## config.mk

```make
export PLATFORM = sky130hd
export DESIGN_NAME = aes_mix_columns_iter_flat
export DESIGN_NICKNAME = d
export VERILOG_FILES = /design/src/rtl/aes_mix_columns_iter_if.sv /design/src/rtl/aes_mix_columns_iter.sv /design/src/flat_wrapper.sv
export SDC_FILE = /design/constraint.sdc
export NUM_CORES = 1
export LEC_CHECK = 0
export BUFFER_PORTS_ARGS = -buffer_cell sky130_fd_sc_hd__buf_2
export CAP_MARGIN = 10
export CORE_MARGIN = 8
export CORE_UTILIZATION = 55
export CTS_BUF_LIST = sky130_fd_sc_hd__clkbuf_4
export DETAILED_ROUTE_END_ITERATION = 8
export PLACE_DENSITY = 0.83
export SYNTH_ARGS = -nofsm -noshare
export SYNTH_HDL_FRONTEND = slang
export SYNTH_SLANG_ARGS = --single-unit
```

## constraint.sdc

```tcl
create_clock -name clk_i -period 4.4 [get_ports clk_i]
set_clock_uncertainty 0.1 [all_clocks]
set_input_delay 0.88 -clock clk_i [delete_from_list [all_inputs] [get_ports clk_i]]
set_output_delay 0.88 -clock clk_i [all_outputs]
set_load 0.05 [all_outputs]
```

## src/rtl/aes_mix_columns_iter_if.sv

```systemverilog
// Handshake and data bundle for the column-serial MixColumns stage.
// The slave modport is the block's view; master is the producer/consumer side.
interface aes_mix_columns_iter_if;
  logic         in_valid_i;
  logic         in_ready_o;
  logic         op_i;
  logic [127:0] data_i;
  logic         out_valid_o;
  logic         out_ready_i;
  logic [127:0] data_o;
  logic         busy_o;

  modport slave (
    input  in_valid_i,
    input  op_i,
    input  data_i,
    input  out_ready_i,
    output in_ready_o,
    output out_valid_o,
    output data_o,
    output busy_o
  );

  modport master (
    output in_valid_i,
    output op_i,
    output data_i,
    output out_ready_i,
    input  in_ready_o,
    input  out_valid_o,
    input  data_o,
    input  busy_o
  );
endinterface

```

## src/rtl/aes_mix_columns_iter.sv

```systemverilog
// Iterative MixColumns / InvMixColumns: one column per cycle through a single mixer.
// Optional macro AES_MIX_COLUMNS_ITER_CLEAR_EN adds a synchronous clear_i and gates data_o.
module aes_mix_single_column (
  input  logic        op_i,
  input  logic [31:0] data_i,
  output logic [31:0] data_o
);

  function automatic logic [7:0] xtime(input logic [7:0] b);
    return {b[6:0], 1'b0} ^ (8'h1b & {8{b[7]}});
  endfunction

  logic [7:0] a0, a1, a2, a3, u, v, t;

  // Inverse is the forward matrix preceded by a cheap 4*(a0^a2)/4*(a1^a3) pre-mix.
  always_comb begin
    a0 = data_i[7:0];
    a1 = data_i[15:8];
    a2 = data_i[23:16];
    a3 = data_i[31:24];
    u  = xtime(xtime(a0 ^ a2));
    v  = xtime(xtime(a1 ^ a3));
    if (op_i) begin
      a0 = a0 ^ u;
      a1 = a1 ^ v;
      a2 = a2 ^ u;
      a3 = a3 ^ v;
    end
    t = a0 ^ a1 ^ a2 ^ a3;
    data_o[7:0]   = a0 ^ t ^ xtime(a0 ^ a1);
    data_o[15:8]  = a1 ^ t ^ xtime(a1 ^ a2);
    data_o[23:16] = a2 ^ t ^ xtime(a2 ^ a3);
    data_o[31:24] = a3 ^ t ^ xtime(a3 ^ a0);
  end

endmodule

module aes_mix_columns_iter #(
  parameter int NumCols = 4
) (
  input  logic clk_i,
  input  logic rst_ni,
`ifdef AES_MIX_COLUMNS_ITER_CLEAR_EN
  input  logic clear_i,
`endif
  aes_mix_columns_iter_if.slave bus
);

  if (NumCols != 4) begin : gen_num_cols_check
    $error("aes_mix_columns_iter supports NumCols == 4 only");
  end

  typedef enum logic [1:0] {
    StIdle,
    StBusy,
    StDone
  } state_e;

  localparam logic       CiphFwd = 1'b0;
  localparam logic [1:0] LastCol = 2'(NumCols - 1);

  state_e       state_q, state_d;
  logic [1:0]   col_cnt_q, col_cnt_d;
  logic [127:0] data_q, data_d;
  logic         op_q, op_d;
  logic [31:0]  col_word, mixed_word;
  logic         accept;

  // Gather column col_cnt_q into a word with row 0 in the low byte.
  always_comb begin
    col_word = '0;
    for (int r = 0; r < 4; r++) begin
      col_word[8*r +: 8] = data_q[8*(4*r + int'(col_cnt_q)) +: 8];
    end
  end

  aes_mix_single_column u_mix (
    .op_i   (op_q),
    .data_i (col_word),
    .data_o (mixed_word)
  );

  always_comb begin
    bus.in_ready_o = (state_q == StIdle) || ((state_q == StDone) && bus.out_ready_i);
`ifdef AES_MIX_COLUMNS_ITER_CLEAR_EN
    bus.in_ready_o = bus.in_ready_o && !clear_i;
`endif
  end

  assign accept          = bus.in_ready_o && bus.in_valid_i;
  assign bus.out_valid_o = (state_q == StDone);
  assign bus.busy_o      = (state_q == StBusy);

`ifdef AES_MIX_COLUMNS_ITER_CLEAR_EN
  assign bus.data_o = bus.out_valid_o ? data_q : '0;
`else
  assign bus.data_o = data_q;
`endif

  always_comb begin
    state_d   = state_q;
    col_cnt_d = col_cnt_q;
    data_d    = data_q;
    op_d      = op_q;
    case (state_q)
      StIdle: begin
        if (accept) begin
          data_d    = bus.data_i;
          op_d      = bus.op_i;
          col_cnt_d = '0;
          state_d   = StBusy;
        end
      end
      StBusy: begin
        for (int r = 0; r < 4; r++) begin
          data_d[8*(4*r + int'(col_cnt_q)) +: 8] = mixed_word[8*r +: 8];
        end
        col_cnt_d = col_cnt_q + 2'd1;
        if (col_cnt_q == LastCol) begin
          state_d = StDone;
        end
      end
      StDone: begin
        if (accept) begin
          data_d    = bus.data_i;
          op_d      = bus.op_i;
          col_cnt_d = '0;
          state_d   = StBusy;
        end else if (bus.out_ready_i) begin
          state_d = StIdle;
        end
      end
      default: state_d = StIdle;
    endcase
`ifdef AES_MIX_COLUMNS_ITER_CLEAR_EN
    if (clear_i) begin
      state_d   = StIdle;
      col_cnt_d = '0;
      data_d    = '0;
    end
`endif
  end

  always_ff @(posedge clk_i or negedge rst_ni) begin
    if (!rst_ni) begin
      state_q   <= StIdle;
      col_cnt_q <= '0;
      data_q    <= '0;
      op_q      <= CiphFwd;
    end else begin
      state_q   <= state_d;
      col_cnt_q <= col_cnt_d;
      data_q    <= data_d;
      op_q      <= op_d;
    end
  end

endmodule

```

## src/flat_wrapper.sv

```systemverilog
// flat-port wrapper written by rule: the top's interface ports become plain ports
module aes_mix_columns_iter_flat 
#(
  parameter int NumCols = 4
)
  (clk_i, rst_ni, bus_in_valid_i, bus_op_i, bus_data_i, bus_out_ready_i, bus_in_ready_o, bus_out_valid_o, bus_data_o, bus_busy_o);
  aes_mix_columns_iter_if bus_i ();
  input  logic clk_i;
  input  logic rst_ni;
  input wire logic [$bits(bus_i.in_valid_i)-1:0] bus_in_valid_i;
  input wire logic [$bits(bus_i.op_i)-1:0] bus_op_i;
  input wire logic [$bits(bus_i.data_i)-1:0] bus_data_i;
  input wire logic [$bits(bus_i.out_ready_i)-1:0] bus_out_ready_i;
  output wire logic [$bits(bus_i.in_ready_o)-1:0] bus_in_ready_o;
  output wire logic [$bits(bus_i.out_valid_o)-1:0] bus_out_valid_o;
  output wire logic [$bits(bus_i.data_o)-1:0] bus_data_o;
  output wire logic [$bits(bus_i.busy_o)-1:0] bus_busy_o;
  assign bus_i.in_valid_i = bus_in_valid_i;
  assign bus_i.op_i = bus_op_i;
  assign bus_i.data_i = bus_data_i;
  assign bus_i.out_ready_i = bus_out_ready_i;
  assign bus_in_ready_o = bus_i.in_ready_o;
  assign bus_out_valid_o = bus_i.out_valid_o;
  assign bus_data_o = bus_i.data_o;
  assign bus_busy_o = bus_i.busy_o;
  aes_mix_columns_iter #(.NumCols(NumCols)) u_core (.clk_i(clk_i), .rst_ni(rst_ni), .bus(bus_i));
endmodule
```

# Word-level counts from Yosys, hierarchy flattened
# Cells that the tools add are included.
[op_classes] n_addsub=8 eq_ne=7 shift=12 mux=17 bitwise=28 reduce_logical=9
[op_table] cell="$bwmux W128" n=4
[op_table] cell="$shift A8 B33 Y128 const A" n=4
[op_table] cell="$shiftx A8 B33 Y128" n=4
[op_table] cell="$pmux W128 S2" n=1
[op_table] cell="$shiftx A128 B32 Y8" n=2
[op_table] cell="$xor A8 B8 Y8" n=20
[op_table] cell="$mux W128" n=1
[op_table] cell="$shiftx A128 B6 Y8" n=1
[op_table] cell="$shiftx A128 B8 Y8" n=1
[op_table] cell="$neg A32 Y33" n=3
[op_table] cell="$xor A8 B5 Y8" n=8
[op_table] cell="$neg A5 Y33" n=1
[op_table] cell="$mux W8" n=4
[op_table] cell="$add A4 B2 Y5 const A" n=2
[op_table] cell="$mux W2" n=5
[op_table] cell="$ne A2 B1 Y1 const B" n=3
[op_table] cell="$pmux W2 S3" n=1
[op_table] cell="$add A3 B2 Y4 const A" n=1
[op_table] cell="$eq A2 B2 Y1 const B" n=2
[op_table] cell="$pmux W2 S2" n=1
[op_table] cell="$reduce_and A2 Y1" n=2
[op_table] cell="$ne A3 B2 Y1 const B" n=1
[op_table] cell="$reduce_and A3 Y1" n=1
[op_table] cell="$add A2 B1 Y2 const B" n=1
[op_table] cell="6 further kinds" n=7
[totals] reg_bits=133 inputBits=133 out_inout_bits=131 elab_cells=85

# Longest topological paths before layout
[depth] word_depth=18 mapped_depth=14

# Cells and area by module
# A second synthesis with hierarchy kept.
[unflattened] hier_cells=963 area_unflattened_um2=9426.5
[by_module_without_submodules] mod="aes_mix_columns_iter" instances=1 cells_per_inst=779 area_each_um2=7643.6 seq_area_each_um2=3328.2
[by_module_without_submodules] mod="aes_mix_single_column" instances=1 cells_per_inst=184 area_each_um2=1783.0 seq_area_each_um2=0.0

# Worst setup path after synthesis
# No wires, ideal clock.
[synth_path] kind="reg2reg" start="register u_core.data_q[31] (netlist: u_core.bus.data_o[31])" end="register u_core.data_q[12] (netlist: u_core.bus.data_o[12])" arrival_time_ns=3.439 setup_slack_ns=0.737 stages_incl_launch_ff=11 period_less_slack_ns=3.663 cell_sequence="dfrtp_1 > mux4_2 > xor2_2 > xnor2_2 > mux2_2 > xor2_2 > xnor3_1 > xnor2_2 > o221a_2 > nor3_1 > a211o_1"
[synth_via] elab_chain_len=17 elab_cells_between_ends=45 classes_between="8 x shift; 9 x mux; 28 x bitwise"
[synth_lines] element="start, declared" line_no="aes_mix_columns_iter.sv:64" rtl="logic [127:0] data_q, data_d;"
[synth_lines] element="start signal, assigned" line_no="aes_mix_columns_iter.sv:153" rtl="data_q <= data_d;"
[synth_lines] element="$shiftx A128 B32 Y8 (tied with other cells)" line_no="aes_mix_columns_iter.sv:73" rtl="col_word[8*r +: 8] = data_q[8*(4*r + int'(col_cnt_q)) +: 8];"
[synth_lines] element="$xor A8 B8 Y8, on equally long branches" line_no="aes_mix_columns_iter.sv:21, aes_mix_columns_iter.sv:22"
[synth_lines] element="$xor A8 B5 Y8 (2 in series)" line_no="aes_mix_columns_iter.sv:10" rtl="return {b[6:0], 1'b0} ^ (8'h1b & {8{b[7]}});"
[synth_lines] element="$xor A8 B8 Y8, on equally long branches" line_no="aes_mix_columns_iter.sv:24, aes_mix_columns_iter.sv:25"
[synth_lines] element="$mux W8" line_no="aes_mix_columns_iter.sv:23" rtl="if (op_i) begin"
[synth_lines] element="$xor A8 B8 Y8" line_no="aes_mix_columns_iter.sv:29, aes_mix_columns_iter.sv:30"
[synth_lines] element="$xor A8 B8 Y8 (2 in series)" line_no="aes_mix_columns_iter.sv:29" rtl="t = a0 ^ a1 ^ a2 ^ a3;"
[synth_lines] element="$xor A8 B8 Y8 (2 in series)" line_no="aes_mix_columns_iter.sv:30" rtl="data_o[7:0] = a0 ^ t ^ xtime(a0 ^ a1);"
[synth_lines] element="$shiftx A8 B33 Y128" line_no="aes_mix_columns_iter.sv:116" rtl="data_d[8*(4*r + int'(col_cnt_q)) +: 8] = mixed_word[8*r +: 8];"
[synth_lines] element="$bwmux W128 (3 in series)" line_no="aes_mix_columns_iter.sv:116"
[synth_lines] element="$bwmux W128 *" line_no="aes_mix_columns_iter.sv:116"
[synth_lines] element="$pmux W128 S2 *" line_no="aes_mix_columns_iter.sv:105" rtl="case (state_q)"
# Mark *: on every way between the ends. The rest lies on a longest branch, timed or not.
# A chain may end at the register's enable or synchronous reset.

# Worst setup path in the final report
[layout_path] start="register u_core.col_cnt_q[0]" end="register u_core.data_q[28] (netlist: u_core.bus.data_o[28])"
[layout_via] elab_chain_len=18 elab_cells_between_ends=56 classes_between="7 x add/sub; 12 x shift; 9 x mux; 28 x bitwise"
[layout_lines] element="start, declared" line_no="aes_mix_columns_iter.sv:63" rtl="logic [1:0] col_cnt_q, col_cnt_d;"
[layout_lines] element="start signal, assigned" line_no="aes_mix_columns_iter.sv:152" rtl="col_cnt_q <= col_cnt_d;"
[layout_lines] element="$add A4 B2 Y5 / $add A3 B2 Y4 (equally long branches)" line_no="aes_mix_columns_iter.sv:73, aes_mix_columns_iter.sv:116"
[layout_lines] element="$shiftx A128 B32 Y8 / $shiftx A128 B8 Y8 (equally long branches)" line_no="aes_mix_columns_iter.sv:73"
[layout_lines] element="$xor A8 B8 Y8, on equally long branches" line_no="aes_mix_columns_iter.sv:21, aes_mix_columns_iter.sv:22"
[layout_lines] element="$xor A8 B5 Y8 (2 in series)" line_no="aes_mix_columns_iter.sv:10"
[layout_lines] element="$xor A8 B8 Y8, on equally long branches" line_no="aes_mix_columns_iter.sv:24, aes_mix_columns_iter.sv:25"
[layout_lines] element="$mux W8" line_no="aes_mix_columns_iter.sv:23"
[layout_lines] element="$xor A8 B8 Y8" line_no="aes_mix_columns_iter.sv:29, aes_mix_columns_iter.sv:30"
[layout_lines] element="$xor A8 B8 Y8 (2 in series)" line_no="aes_mix_columns_iter.sv:29"
[layout_lines] element="$xor A8 B8 Y8 (2 in series)" line_no="aes_mix_columns_iter.sv:30"
[layout_lines] element="$shiftx A8 B33 Y128" line_no="aes_mix_columns_iter.sv:116"
[layout_lines] element="$bwmux W128 (3 in series)" line_no="aes_mix_columns_iter.sv:116"
[layout_lines] element="$bwmux W128 *" line_no="aes_mix_columns_iter.sv:116"
[layout_lines] element="$pmux W128 S2 *" line_no="aes_mix_columns_iter.sv:105"
# Marks and branches as above.

==> flow_summary.toml <==
[logic_synthesis]
ys_warn_count = 0
ys_types = 56
ys_seq_elements = 133
ys_seq_area_frac = 0.3474
postSynth.asyncResetShare = 1.000
synthFlopType = "dfrtp_1"
synth-edff-count = 0
avgSynthCellArea_um2 = 9.456
syn_nets = 1154
syn_area_um2 = 9579
postSynthCellCount = 1013

[final_layout]
drive_gt1_frac = 0.3292
fillers = 1395
area_growth_pct = 22.47
final_common_cell = "buf_2"
fin_area_um2 = 11730
final_nets = 1428
final_cell_mix = "buf_2, dfrtp_1, nor2_1"

[global_route]
grt_max_degree = 59
antenna_found_initial = 2
grt_remaining_overflow = 0
grt_use_met1 = 0.4119
grt_pass1_wl_um = 57070
grt.busiest_layer = "met2"
grt_util_met3 = 0.09936
first_global_vias = 10146
use_met2 = 0.5354
track_usage = 0.3389

[clock_network]
htreeDepth = 4
clk_latency_ns = 0.59
tritoncts = "yes"
cts-root-buf = "clkbuf_4"
clock-sinks = 133
cts_made_buffers = 17
cts_hold_buf = 0
clockBufferDepth = 2
clk_pin_slew_worst_paths_ns = 0.13

[floorplan]
core-area_um2 = 17180
fp.dieH_um = 148.0
fp.dieArea_um2 = 21900
start_util = 0.5577
rows = 48
io_pins = 264
die_w_um = 148.0

[timing]
finalSetupViolCount = 0
hold_viol = 0
rsz0062_at_grt = "no"
fin_crit_ns = 4.150
slew_headroom = 0.3314
setup_tns_ns = 0
drv_slew = 0
fmaxAchievable_mhz = 241.0
tightest_slew_ns = 1.000
post-route-period-util = 0.9431

[worst_setup_path]
crit_required_ns = 4.81
r2r_setup_slack_ns = 0.25
cp.arrival_ns = 4.56
reg2reg_from = "u_core.col_cnt_q[0]"
path_delay_family = "XOR/XNOR gates"
reg2reg_to = "u_core.bus.data_o[28]"
startpoint_type = "flop"
path_class = "reg -> reg"
worstRegToRegCells = 11
path_depth = 11
path_common_cell = "xor2_2"
critPathMaxFanout = 26
cpPeakStageDelay_ns = 0.64
crit_chain = "buf_12, mux4_2, xnor2_1, nand2_1, mux2_2, xor2_2, xnor3_1, xnor2_2, xor2_2, a22oi_1, o211ai_1"
crit_buf_inv = 1
slowest_stage = "mux4_2"
end_kind = "flop"

[routing]
drc_errors = 0
antenna_left = 0
initialDrtViolationCount = 1447
wl_per_cell_um = 24.76
avgViaCountPerCell = 6.542
vias = 9990
first_pass_iters = 6
drt_wl_total_um = 37810

[placed_design]
routabilityCongestion = 1.004
dp_hpwl_um = 28840
place_area_um2 = 11410
portBuffers = 263

[run]
drv_cap = 0

[outcome]
status = "finished clean"

[min_path]
hp-class = "in -> async"
-- cells in the mapped netlist, drive strengths merged (2+ instances only) --
cell / number / area share
and2: 4 / 0.0026
ha: 8 / 0.010
a221oi: 33 / 0.031
nand2: 70 / 0.027
a211oi: 5 / 0.0039
a21oi: 85 / 0.044
o211ai: 3 / 0.0024
o21ai: 71 / 0.037
and3: 10 / 0.0065
xnor3: 8 / 0.019
o22ai: 3 / 0.0020
buf: 14 / 0.0099
o21a: 2 / 0.0016
o2bb2ai: 3 / 0.0027
a22oi: 56 / 0.044
nand3: 5 / 0.0026
clkbuf: 54 / 0.021
nor2b: 8 / 0.0052
nand2b: 5 / 0.0033
or3: 17 / 0.011
xor2: 59 / 0.059
dfrtp: 133 / 0.35
o221ai: 18 / 0.016
mux2: 2 / 0.0024
mux2i: 6 / 0.0063
o31ai: 3 / 0.0024
nor2: 122 / 0.048
mux4: 33 / 0.078
nor3: 33 / 0.017
xnor2: 104 / 0.11
a221o: 2 / 0.0021
and4: 2 / 0.0018
inv: 10 / 0.0039
a311oi: 2 / 0.0018
a31oi: 10 / 0.0065
-- cell families after synthesis --
family | after synthesis | synth area share
muxes | 41 | 0.08621
buffers and inverters | 78 | 0.03501
DFF | 133 | 0.3474
and+or+nand+nor | 279 | 0.1279
xor gates and xnor gates | 172 | 0.1893
AOI/OAI and AO/OA | 302 | 0.2038
adders and majority gates | 8 | 0.01045
-- registers in the layout, summed over array words and instances, names as in the netlist --
register and flops:
u_core.bus.data_o 128, u_core.state_q 2, u_core.op_q 1, u_core.col_cnt_q 2
-- stage by stage --
stage	utilization	cells	setup WS [ns]	hold WS [ns]
2_1_floorplan	-	1013	0.7368	0.3885
3_3_place_gp	0.6643	1492	0.2587	0.3830
3_5_place_dp	0.6643	1492	0.1994	0.3968
4_1_cts	0.6808	1524	0.1555	0.2456
5_1_grt	0.6830	1527	0.04304	0.2609
6_report	0.6830	1527	0.2503	0.2476
-- worst max path at each step --
| stage | from | endpoint | slack [ns] |
|---|---|---|---|
| floorplan | u_core.bus.data_o[31] | u_core.bus.data_o[12] | 0.74 |
| global placement | u_core.col_cnt_q[0] | u_core.bus.data_o[75] | 0.26 |
| detailed placement | u_core.col_cnt_q[0] | u_core.bus.data_o[115] | 0.20 |
| CTS | u_core.col_cnt_q[0] | u_core.bus.data_o[115] | 0.16 |
| global route | u_core.col_cnt_q[0] | u_core.bus.data_o[44] | 0.04 |
| finish | u_core.col_cnt_q[0] | u_core.bus.data_o[28] | 0.25 |
-- final cells by class --
cell class                 count  area, µm²  area share
antenna                        2      5.005   0.0004266
clock buffer                  17      127.6     0.01088
clock inverter                15      155.1     0.01323
inverter                      10      37.54    0.003200
multi-input combinational    802       5972      0.5091
sequential                   133       3333      0.2841
tap                          225      281.5     0.02400
timing repair buffer         323       1819      0.1551
-- worst reg2reg max path: stages (launching register included) --
cell	delay, ns
dfrtp_4	0.63
buf_12	0.25
mux4_2	0.65
xnor2_1	0.38
nand2_1	0.10
mux2_2	0.32
xor2_2	0.18
xnor3_1	0.47
xnor2_2	0.31
xor2_2	0.33
a22oi_1	0.13
o211ai_1	0.24
-- routing by layer --
metal / routed length (µm) / vias to the layer above
li1: - / 4256
met1: 13530 / 4721
met3: 4726 / 183
met4: 2052 / 0
met2: 17500 / 830
met5: 0 / -
-- timing repair --
action,4_1_cts,5_1_grt
setup endpoints to repair,0,20
gates resized for setup,0,4
setup buffers,0,0
Power is not shown: default switching activity piles up to over one toggle a cycle in this logic, so the estimate is an artifact.
